$ cat src/rtl/mem_loader_pkg.sv
// Shared definitions for the program loader: FSM encoding and stream byte width.
package mem_loader_pkg;

  localparam int BYTE_WIDTH = 8;

  typedef enum logic [1:0] {
    ST_IDLE  = 2'd0,
    ST_RECV  = 2'd1,
    ST_WRITE = 2'd2,
    ST_DONE  = 2'd3
  } state_t;

endpackage

$ cat src/rtl/mem_loader.sv
// Program loader in front of the single-port program/data memory.
// Assembles a byte stream (MSB byte first) into words and writes them to
// consecutive addresses starting at BASE_ADDR. While idle the CPU memory
// port is forwarded unchanged; while loading the loader owns the port.
//
// Handshake: a byte is transferred on every rising edge where in_valid and
// in_ready are both high. in_ready depends only on registered state, never
// on in_valid, and the source must hold in_data stable while in_valid is
// high and in_ready is low.
module mem_loader
  import mem_loader_pkg::*;
#(
  parameter int ADDR_WIDTH = 6,
  parameter int DATA_WIDTH = 16,
  parameter int BASE_ADDR  = 8
) (
  input  logic                  clk,
  input  logic                  rst_n,
  input  logic                  start,
  input  logic [ADDR_WIDTH:0]   len,
  input  logic                  abort,
  input  logic                  in_valid,
  input  logic [7:0]            in_data,
  output logic                  in_ready,
  input  logic                  cpu_we,
  input  logic [ADDR_WIDTH-1:0] cpu_addr,
  input  logic [DATA_WIDTH-1:0] cpu_data,
  output logic                  mem_we,
  output logic [ADDR_WIDTH-1:0] mem_addr,
  output logic [DATA_WIDTH-1:0] mem_data,
  output logic                  busy,
  output logic                  done,
  output logic [DATA_WIDTH-1:0] checksum,
  output logic [1:0]            dbg_state
);

  localparam int BYTES = DATA_WIDTH / BYTE_WIDTH;
  localparam int BCW   = (BYTES > 1) ? $clog2(BYTES) : 1;

  localparam logic [BCW-1:0]        LAST_BYTE = BCW'(BYTES - 1);
  localparam logic [BCW-1:0]        BCNT_ONE  = BCW'(1);
  localparam logic [ADDR_WIDTH:0]   WIDX_ONE  = (ADDR_WIDTH+1)'(1);
  localparam logic [ADDR_WIDTH-1:0] BASE      = ADDR_WIDTH'(BASE_ADDR);

  state_t                state, state_nxt;
  logic [ADDR_WIDTH:0]   len_q;
  logic [ADDR_WIDTH:0]   word_idx;
  logic [BCW-1:0]        byte_cnt;
  logic [DATA_WIDTH-1:0] word_q;
  logic [DATA_WIDTH-1:0] sum_q;

  logic accept;
  logic last_byte;
  logic last_word;
  logic load_go;

  assign accept    = (state == ST_RECV) && in_valid && !abort;
  assign last_byte = (byte_cnt == LAST_BYTE);
  assign last_word = ((word_idx + WIDX_ONE) == len_q);
  assign load_go   = (state == ST_IDLE) && start && !abort;

  // State register.
  always_ff @(posedge clk or negedge rst_n) begin
    if (!rst_n) state <= ST_IDLE;
    else        state <= state_nxt;
  end

  // Next-state logic; abort returns to IDLE from any active state.
  always_comb begin
    state_nxt = state;
    case (state)
      ST_IDLE: begin
        if (load_go) state_nxt = (len == '0) ? ST_DONE : ST_RECV;
      end
      ST_RECV: begin
        if (abort)                      state_nxt = ST_IDLE;
        else if (in_valid && last_byte) state_nxt = ST_WRITE;
      end
      ST_WRITE: begin
        if (abort)          state_nxt = ST_IDLE;
        else if (last_word) state_nxt = ST_DONE;
        else                state_nxt = ST_RECV;
      end
      ST_DONE:  state_nxt = ST_IDLE;
      default:  state_nxt = ST_IDLE;
    endcase
  end

  // Load datapath: length latch, byte assembly, word index and running checksum.
  always_ff @(posedge clk or negedge rst_n) begin
    if (!rst_n) begin
      len_q    <= '0;
      word_idx <= '0;
      byte_cnt <= '0;
      word_q   <= '0;
      sum_q    <= '0;
    end else if (load_go) begin
      len_q    <= len;
      word_idx <= '0;
      byte_cnt <= '0;
      sum_q    <= '0;
    end else if (abort) begin
      // Any partially assembled word is dropped; completed words stay summed.
      byte_cnt <= '0;
    end else if (accept) begin
      word_q   <= (word_q << BYTE_WIDTH) | DATA_WIDTH'(in_data);
      byte_cnt <= last_byte ? '0 : byte_cnt + BCNT_ONE;
    end else if (state == ST_WRITE) begin
      sum_q    <= sum_q + word_q;
      word_idx <= word_idx + WIDX_ONE;
    end
  end

  // Output mux: CPU passthrough in IDLE/DONE, loader owns the port otherwise.
  always_comb begin
    in_ready = 1'b0;
    busy     = 1'b0;
    done     = 1'b0;
    mem_we   = cpu_we;
    mem_addr = cpu_addr;
    mem_data = cpu_data;
    case (state)
      ST_RECV: begin
        in_ready = 1'b1;
        busy     = 1'b1;
        mem_we   = 1'b0;
        mem_addr = BASE + word_idx[ADDR_WIDTH-1:0];
        mem_data = word_q;
      end
      ST_WRITE: begin
        busy     = 1'b1;
        mem_we   = !abort;
        mem_addr = BASE + word_idx[ADDR_WIDTH-1:0];
        mem_data = word_q;
      end
      ST_DONE:  done = 1'b1;
      default:  ;
    endcase
  end

  assign checksum  = sum_q;
  assign dbg_state = state;

endmodule
$ cat config.mk
export PLATFORM = sky130hd
export DESIGN_NAME = mem_loader
export DESIGN_NICKNAME = d
export VERILOG_FILES = /design/src/rtl/mem_loader_pkg.sv /design/src/rtl/mem_loader.sv
export SDC_FILE = /design/constraint.sdc
export NUM_CORES = 1
export LEC_CHECK = 0
export CORE_MARGIN = 1.5
export CORE_UTILIZATION = 50
export CTS_CLUSTER_SIZE = 28
export DETAILED_ROUTE_END_ITERATION = 10
export GPL_ROUTABILITY_DRIVEN = 0
export GPL_TIMING_DRIVEN = 0
export HOLD_SLACK_MARGIN = 0.12
export PLACE_DENSITY = 0.83
export SETUP_SLACK_MARGIN = 0.4
export SLEW_MARGIN = 20
export SYNTH_ARGS = -nofsm -noshare
export SYNTH_HDL_FRONTEND = slang
export SYNTH_SLANG_ARGS = --single-unit
$ cat constraint.sdc
create_clock -name clk -period 5.52 [get_ports clk]
set_input_delay 0.828 -clock clk [delete_from_list [all_inputs] [get_ports clk]]
set_output_delay 0.828 -clock clk [all_outputs]
set_load 0.03 [all_outputs]
==> results.md, run 1 <==
* Resized cells post-CTS at 0
* Setup WS pre-CTS at a little over 2 ns
* Cell area reported after detailed placement at about 4200 sq um
* Setup Skew at roughly 0.013 ns
* Number of endpoints failing setup at the final stage at 0
* Least-Margin Pin Slew at 0.607 ns
* Post-CTS setup buffer count at 0
* First-pass GRT wire length at between 10 and 15 mm
* Max-cap violations at 0
* Final standard cell area without fillers at around 4300 sq um
* Sum of negative setup slack at 0 ns
* Residual DRC count at 0
* Height of the chip at roughly 83 um
* Area Overhead vs Synth at 33.4%
* Total via count after detailed routing at 2889
* Maximum buffer depth of the clock tree at 2
* Portion of netlist area occupied by mux cells at 13.7%
* Setup repair after global routing missed its margin: false
* Site row count at 28
* #FFs+latches synth at 49
* Source-to-sink clock delay at the later pin of the worst-skew pair at ~0.31 ns
* Seq/Total Area, Yosys at between 30% and 40%
* Layout cell share with drive strength beyond 1 at between 10% and 20%
* Initial antenna violation count at 0
* Die Area at about 7000 sq um
* Relative slew slack at roughly three fifths
* Pwr Density at ~630 nW/um^2
* Worst min-delay path class: input port to async pin
* Buffer cell driving the clock tree root: clkbuf_8
* Core ar. at around 6000 sq um
* Number of vias per cell after detailed routing at approximately 5.9
* Setup CP Type: flop to primary output
* Share of the synthesized area in the top cell type at 38.5%
* Effective utilization at floorplan at roughly 53%
* Warnings, synthesis at 0
* CP Capture Type: primary output
* R2r setup slk at a little over 3 ns
* Main synth FF type: dfrtp_1
* Worst R2R Path Depth at 7
* Data arrival time of the critical path at 2.96 ns
* Final ANT Viol Nets at 0
* Hold_buf cts at 0
* Overflow after GRT at 0
* Nets at between 400 and 500
* Post-synthesis adder-cell area fraction at between 9 and 10%
* Count leader, synth: dfrtp_1
* Largest driver fanout on the critical path at 10
* Inserted Diodes at 0
* Synth Area in Compound Gates at 15.6%
* Average routed wire per standard cell at between 15 and 20 um
* Leakage power of the design at between 1.5 and 2 nW
* Half-perimeter wire length of the detailed placement result at between 6 and 7 mm
* Total wire length after detailed routing at approximately 8.1 mm
* Number of buffers added on ports at 86
* Final worst-path cycle share at between 60% and 70%
* I/O pin total at 87
* Maximum resistive drop on vdd at around 540 uV
* Number of filler instances in the final layout at between 400 and 500
* Library cell with the largest summed area after synthesis: dfrtp_1
* EDFF count, synth at 0
* Clk sinks at just under 50
* Post-synth design cell area at about 3200 sq um
* Maximum level of the CTS H-tree at 2
* Number of detailed-routing iterations run before antenna repair at 5
* Fin worst setup slack at 1.73 ns
* Cell count after synthesis at ~320
* Fmax at approximately 0.26 GHz
* Sequential cell area at approximately 1200 sq um
* CTS tree: built
* Cell types occupying the most area after synthesis: dfrtp_1 38%, mux2_2 13%, ha_1 8.6%, nand2_1 5.2%, o21ai_0 3.9%
* Largest net degree at the start of global routing at 31
* Top cells by instance count after synthesis: 49 x dfrtp_1, 44 x nand2_1, 36 x mux2_2
* Setup crit start kind: flop
* Tmin final at about 3.8 ns
* Post-Syn Nets at between 300 and 400
* Via count of the first global-routing pass at slightly below 3k
* Ys async rst share at 100%
* Dominant combinational cell family by area after synthesis: compound AO/OA/AOI/OAI gates
* Average cell area after synthesis at between 9 and 10 sq um
* Critical Path End: mem_data[14]
* Clock-pin slew of the registers on the worst-case setup and hold paths at roughly 0.09 ns
* Origin of the worst setup path: dbg_state[0]
* Count of distinct cell types in the synthesized netlist at 49
* Fin. max-slew vios at 0
* Die X-Extent at a little over 80 um
* Reg-to-Reg End: checksum[13]
* Total routing usage reported by global routing at about a quarter
* Required time reported for the critical path endpoint at about 4.7 ns
* Critical register-to-register path startpoint: word_q[3]
* Post-Synth Simple-Gate Area at ~15%
* DR iter-0 viols at 159
* Hold Fails Final Rpt at 0
* Xor and xnor fraction of the mapped netlist area at 5.93%
* Result of the run: completed
* CTS Buf Count at 5
* Multi-input gate area in the final layout at 1890 sq um
-- flip-flops by register name, indices dropped and copies added (netlist names) --
register / cells
dbg_state: 2
word_q: 16
word_idx: 7
checksum: 16
byte_cnt: 1
len_q: 7
-- report_power, final --
part / internal [mW] / switching, mW
registers: 0.497 / 0.144
clock network: 0.102 / 0.124
logic: 0.814 / 0.981
-- area by class of cell --
class,instances,area share (%)
Tap cell,75,2.21
Timing Repair Buffer,87,20.6
Buffer,11,1.00
Multi-Input combinational cell,254,44.3
Clock buffer,6,1.94
Inverter,9,0.794
Sequential cell,49,28.8
Clock inverter,2,0.324
-- how the worst min path moves through the flow --
stage / start / cells past startpoint / end / slack [ns]
6_report: rst_n / 1 / word_q[4] / 0.45
5_1_grt: rst_n / 1 / word_q[4] / 0.48
2_1_floorplan: len_q[0] / 2 / len_q[0] / 0.47
3_3_place_gp: len_q[1] / 2 / len_q[1] / 0.48
4_1_cts: rst_n / 1 / word_q[4] / 0.46
3_5_place_dp: len_q[0] / 2 / len_q[0] / 0.49
-- per-layer routing --
layer	track usage (%)	vias to the layer above	wire length [um]
li1	-	1362	-
met5	0	-	0
met1	31.3	1407	3390
met2	41.1	108	4000
met3	6.36	12	561
met4	6.97	0	167
-- per-stage QoR --
stage                     utilization, %  cells  total power, mW  hold WS (ns)
after floorplan                        -    323             1.83         0.465
after detailed placement            69.0    485             2.43         0.486
after CTS                           70.6    493             2.67         0.465
after global placement              68.8    484             2.38         0.483
final                               70.6    493             2.66         0.454
after global routing                70.6    493             2.84         0.476
-- cell families (layout without fill, tap and decap cells) --
family	after synthesis	after routing
buffers and inverters	20	115
DFF	49	49
xor gates and xnor gates	20	20
adders and majority gates	23	23
and+or+nand+nor	97	97
AOI/OAI and AO/OA	75	75
muxes	39	39
-- critical path: stages, from the launching register on --
cell	delay (ns)
dfrtp_1	0.41
inv_1	0.10
ha_1	0.31
clkbuf_1	0.31
clkbuf_1	0.51
mux2_2	0.42
clkdlybuf4s50_1	0.60
-- cells in the final DEF (no fill, tap or decap), drive strengths merged, types with 2 or more instances in the layout --
master / synthesis / layout
clkinv: 0 / 2
nor4b: 2 / 2
o21ai: 25 / 25
clkbuf: 10 / 16
nand3: 8 / 8
nand2: 44 / 44
o21bai: 2 / 2
o31a: 2 / 2
nor2b: 7 / 7
or2: 3 / 3
inv: 9 / 9
ha: 22 / 22
a32o: 3 / 3
dfrtp: 49 / 49
nand2b: 2 / 2
buf: 1 / 3
or3: 5 / 5
a22o: 5 / 5
nand4: 2 / 2
nor2: 12 / 12
xor2: 8 / 8
a21o: 3 / 3
nor3: 3 / 3
mux2i: 3 / 3
and3: 5 / 5
clkdlybuf4s50: 0 / 85
o21a: 2 / 2
mux2: 36 / 36
a21oi: 14 / 14
xnor2: 11 / 11
o211ai: 2 / 2
a211oi: 5 / 5
No activity file was read; power rests on OpenSTA's default activity.
==> run 2, diff against run 1 <==
--- a/config.mk
+++ b/config.mk
@@ -6,13 +6,13 @@
 export NUM_CORES = 1
 export LEC_CHECK = 0
 export CORE_MARGIN = 1.5
-export CORE_UTILIZATION = 50
+export CORE_UTILIZATION = 49
 export CTS_CLUSTER_SIZE = 28
 export DETAILED_ROUTE_END_ITERATION = 10
 export GPL_ROUTABILITY_DRIVEN = 0
 export GPL_TIMING_DRIVEN = 0
 export HOLD_SLACK_MARGIN = 0.12
-export PLACE_DENSITY = 0.83
+export PLACE_DENSITY = 0.81
 export SETUP_SLACK_MARGIN = 0.4
 export SLEW_MARGIN = 20
 export SYNTH_ARGS = -nofsm -noshare
==> constraint.sdc (replaced) <==
create_clock -name clk -period 3.6 [get_ports clk]
set_input_delay 0.54 -clock clk [delete_from_list [all_inputs] [get_ports clk]]
set_output_delay 0.54 -clock clk [all_outputs]
set_load 0.03 [all_outputs]
==> run 2 against run 1 <==
Die area is 2.0% higher; sequential cell count is the same; sequential share of layout area down 0.27 points; non-clock buffer count unchanged; total power is 53% higher; cell count is 0.20% higher; design area increased by 0.94%; global-route usage is 0.53 points lower; utilization down 2.6 points; largest cell class unchanged.
==> results.md, run 2 (synthesis results as in run 1) <==
* Number of filler instances in the final layout at ~500
* Worst R2R Path Depth at 7
* Relative slew slack at approximately 59%
* Worst hold margin at around 0.21 ns
* Fin. max-slew vios at 0
* Top library cells by usage in the layout, fill and taps aside: 71 x clkdlybuf4s50_1, 49 x dfrtp_1, 44 x nand2_1
* Tmin final at around 3.1 ns
* Data arrival time of the critical path at 2.57 ns
* Worst min-delay path class: input port to async pin
* Critical Path End: mem_data[6]
* Most frequent standard cell in the layout excluding fill and tap cells: clkdlybuf4s50_1
* Pwr Density at 946 nW/um^2
* Required time reported for the critical path endpoint at just over 3 ns
* Half-perimeter wire length of the detailed placement result at ~6.3 mm
* Delay of the slowest cell on the worst path at 0.59 ns
* I/O pin total at just under 90
* Maximum resistive drop on vdd at 820 uV
* CP Capture Type: primary output
* Number of vias per cell after detailed routing at between 5 and 6
* Source-to-sink clock delay at the later pin of the worst-skew pair at 0.30 ns
* Final ANT Viol Nets at 0
* CTS tree: built
* Residual DRC count at 0
* Core ar. at about 6300 sq um
* Post-CTS setup buffer count at 0
* Max-cap violations at 0
* Effective utilization at floorplan at between 50% and 60%
* Setup crit start kind: flop
* Critical register-to-register path startpoint: word_q[2]
* List of cells traversed by the critical path: inv_1 > ha_1 > clkbuf_2 > clkbuf_4 > mux2_2 > clkdlybuf4s50_1
* Number of buffers added on ports at 86
* Maximum level of the CTS H-tree at 2
* Layout cell share with drive strength beyond 1 at between 10% and 20%
* Total wire length after detailed routing at just over 8 mm
* Number of detailed-routing iterations run before antenna repair at 4
* Total routing usage reported by global routing at 24.0%
* Setup WS pre-CTS at roughly 0.42 ns
* Final cell count without fillers at approximately 490
* Cell with the largest stage delay on the worst path: clkdlybuf4s50_1
* Site row count at 29
* Area Overhead vs Synth at 34.7%
* Setup CP Type: flop to primary output
* Die Area at roughly 7000 sq um
* Fmax at 0.321 GHz
* Inst Count DP at approximately 500
* Largest driver fanout on the critical path at 10
* Setup Skew at 0.00535 ns
* Least-Margin Pin Slew at between 0.5 and 0.6 ns
* Height of the chip at 83.7 um
* Initial antenna violation count at 0
* Sum of negative setup slack at 0 ns
* Leakage power of the design at slightly above 2 nW
* R2r setup slk at between 1 and 1.5 ns
* Largest net degree at the start of global routing at 27
* Result of the run: completed
* Setup repair after global routing missed its margin: false
* Clk sinks at roughly 50
* First-pass GRT wire length at approximately 14 mm
* Inserted Diodes at 0
* Overflow after GRT at 0
* Average routed wire per standard cell at about 17 um
* Fin worst setup slack at between 0.4 and 0.5 ns
* Reg-to-Reg End: checksum[13]
* Clock-pin slew of the registers on the worst-case setup and hold paths at approximately 0.09 ns
* Nets at about 480
* Tot Pwr at ~4 mW
* Die X-Extent at ~84 um
* CTS Buf Count at 5
* Number of endpoints failing setup at the final stage at 0
* Via count of the first global-routing pass at around 2.8k
* Origin of the worst setup path: dbg_state[1]
* Total via count after detailed routing at roughly 2.8k
* Hold Fails Final Rpt at 0
* DR iter-0 viols at 294
* Final worst-path cycle share at approximately 86%
* Maximum buffer depth of the clock tree at 2
* Buffer cell driving the clock tree root: clkbuf_8
[run 2: metrics by stage]
step	util (%)	instance area [sq um]
6_report	68.0	4290
4_1_cts	67.4	4250
3_5_place_dp	65.9	4160
3_3_place_gp	65.7	4150
2_1_floorplan	-	3190
5_1_grt	68.0	4290
[run 2: what timing repair did]
action                     4_1_cts  5_1_grt
gates cloned                     0        0
setup endpoints to repair       19       19
hold buffers                     0        0
resized for setup                3       18
[run 2: power by group]
group          switching [mW]  internal [mW]  total (mW)  leakage, nW
Combinational            1.49           1.25        2.74         1.36
Sequential              0.219          0.763       0.981        0.630
Clock                   0.189          0.152       0.342       0.0433
Total                    1.90           2.16        4.06         2.03
[run 2: worst min-delay path by stage]
stage               startpoint        end  slack, ns  depth (start not counted)
finish                   rst_n  word_q[2]       0.21                          1
global placement      len_q[4]   len_q[4]       0.48                          2
floorplan                rst_n   byte_cnt       0.24                          0
global route             rst_n  word_q[2]       0.26                          1
CTS                      rst_n  word_q[2]       0.23                          1
detailed placement    len_q[1]   len_q[1]       0.49                          2
[run 2: critical path, delay by kind of cell, from the launching register on]
kind / cells / cell delay, ns
adder cells (fa/ha/maj): 1 / 0.30
buffers and inverters: 4 / 1.20
flip-flops: 1 / 0.42
multiplexers: 1 / 0.35
[run 2: layer usage]
metal	global-route usage, %	vias up	share of wire, %
li1	-	1363	-
met1	30.0	1359	43
met2	42.1	103	50
met3	5.44	10	5.9
met4	5.81	0	1.1
met5	0	-	0
[run 2: cell type report]
class | count | area, sq um | share of cell area (%)
Buffer | 11 | 51.3 | 1.19
Clock buffer | 6 | 82.6 | 1.92
Clock inverter | 1 | 7.51 | 0.175
Inverter | 9 | 33.8 | 0.787
Multi-Input combinational cell | 254 | 1890 | 43.9
Sequential cell | 49 | 1230 | 28.6
Tap cell | 77 | 96.3 | 2.24
Timing Repair Buffer | 87 | 911 | 21.2
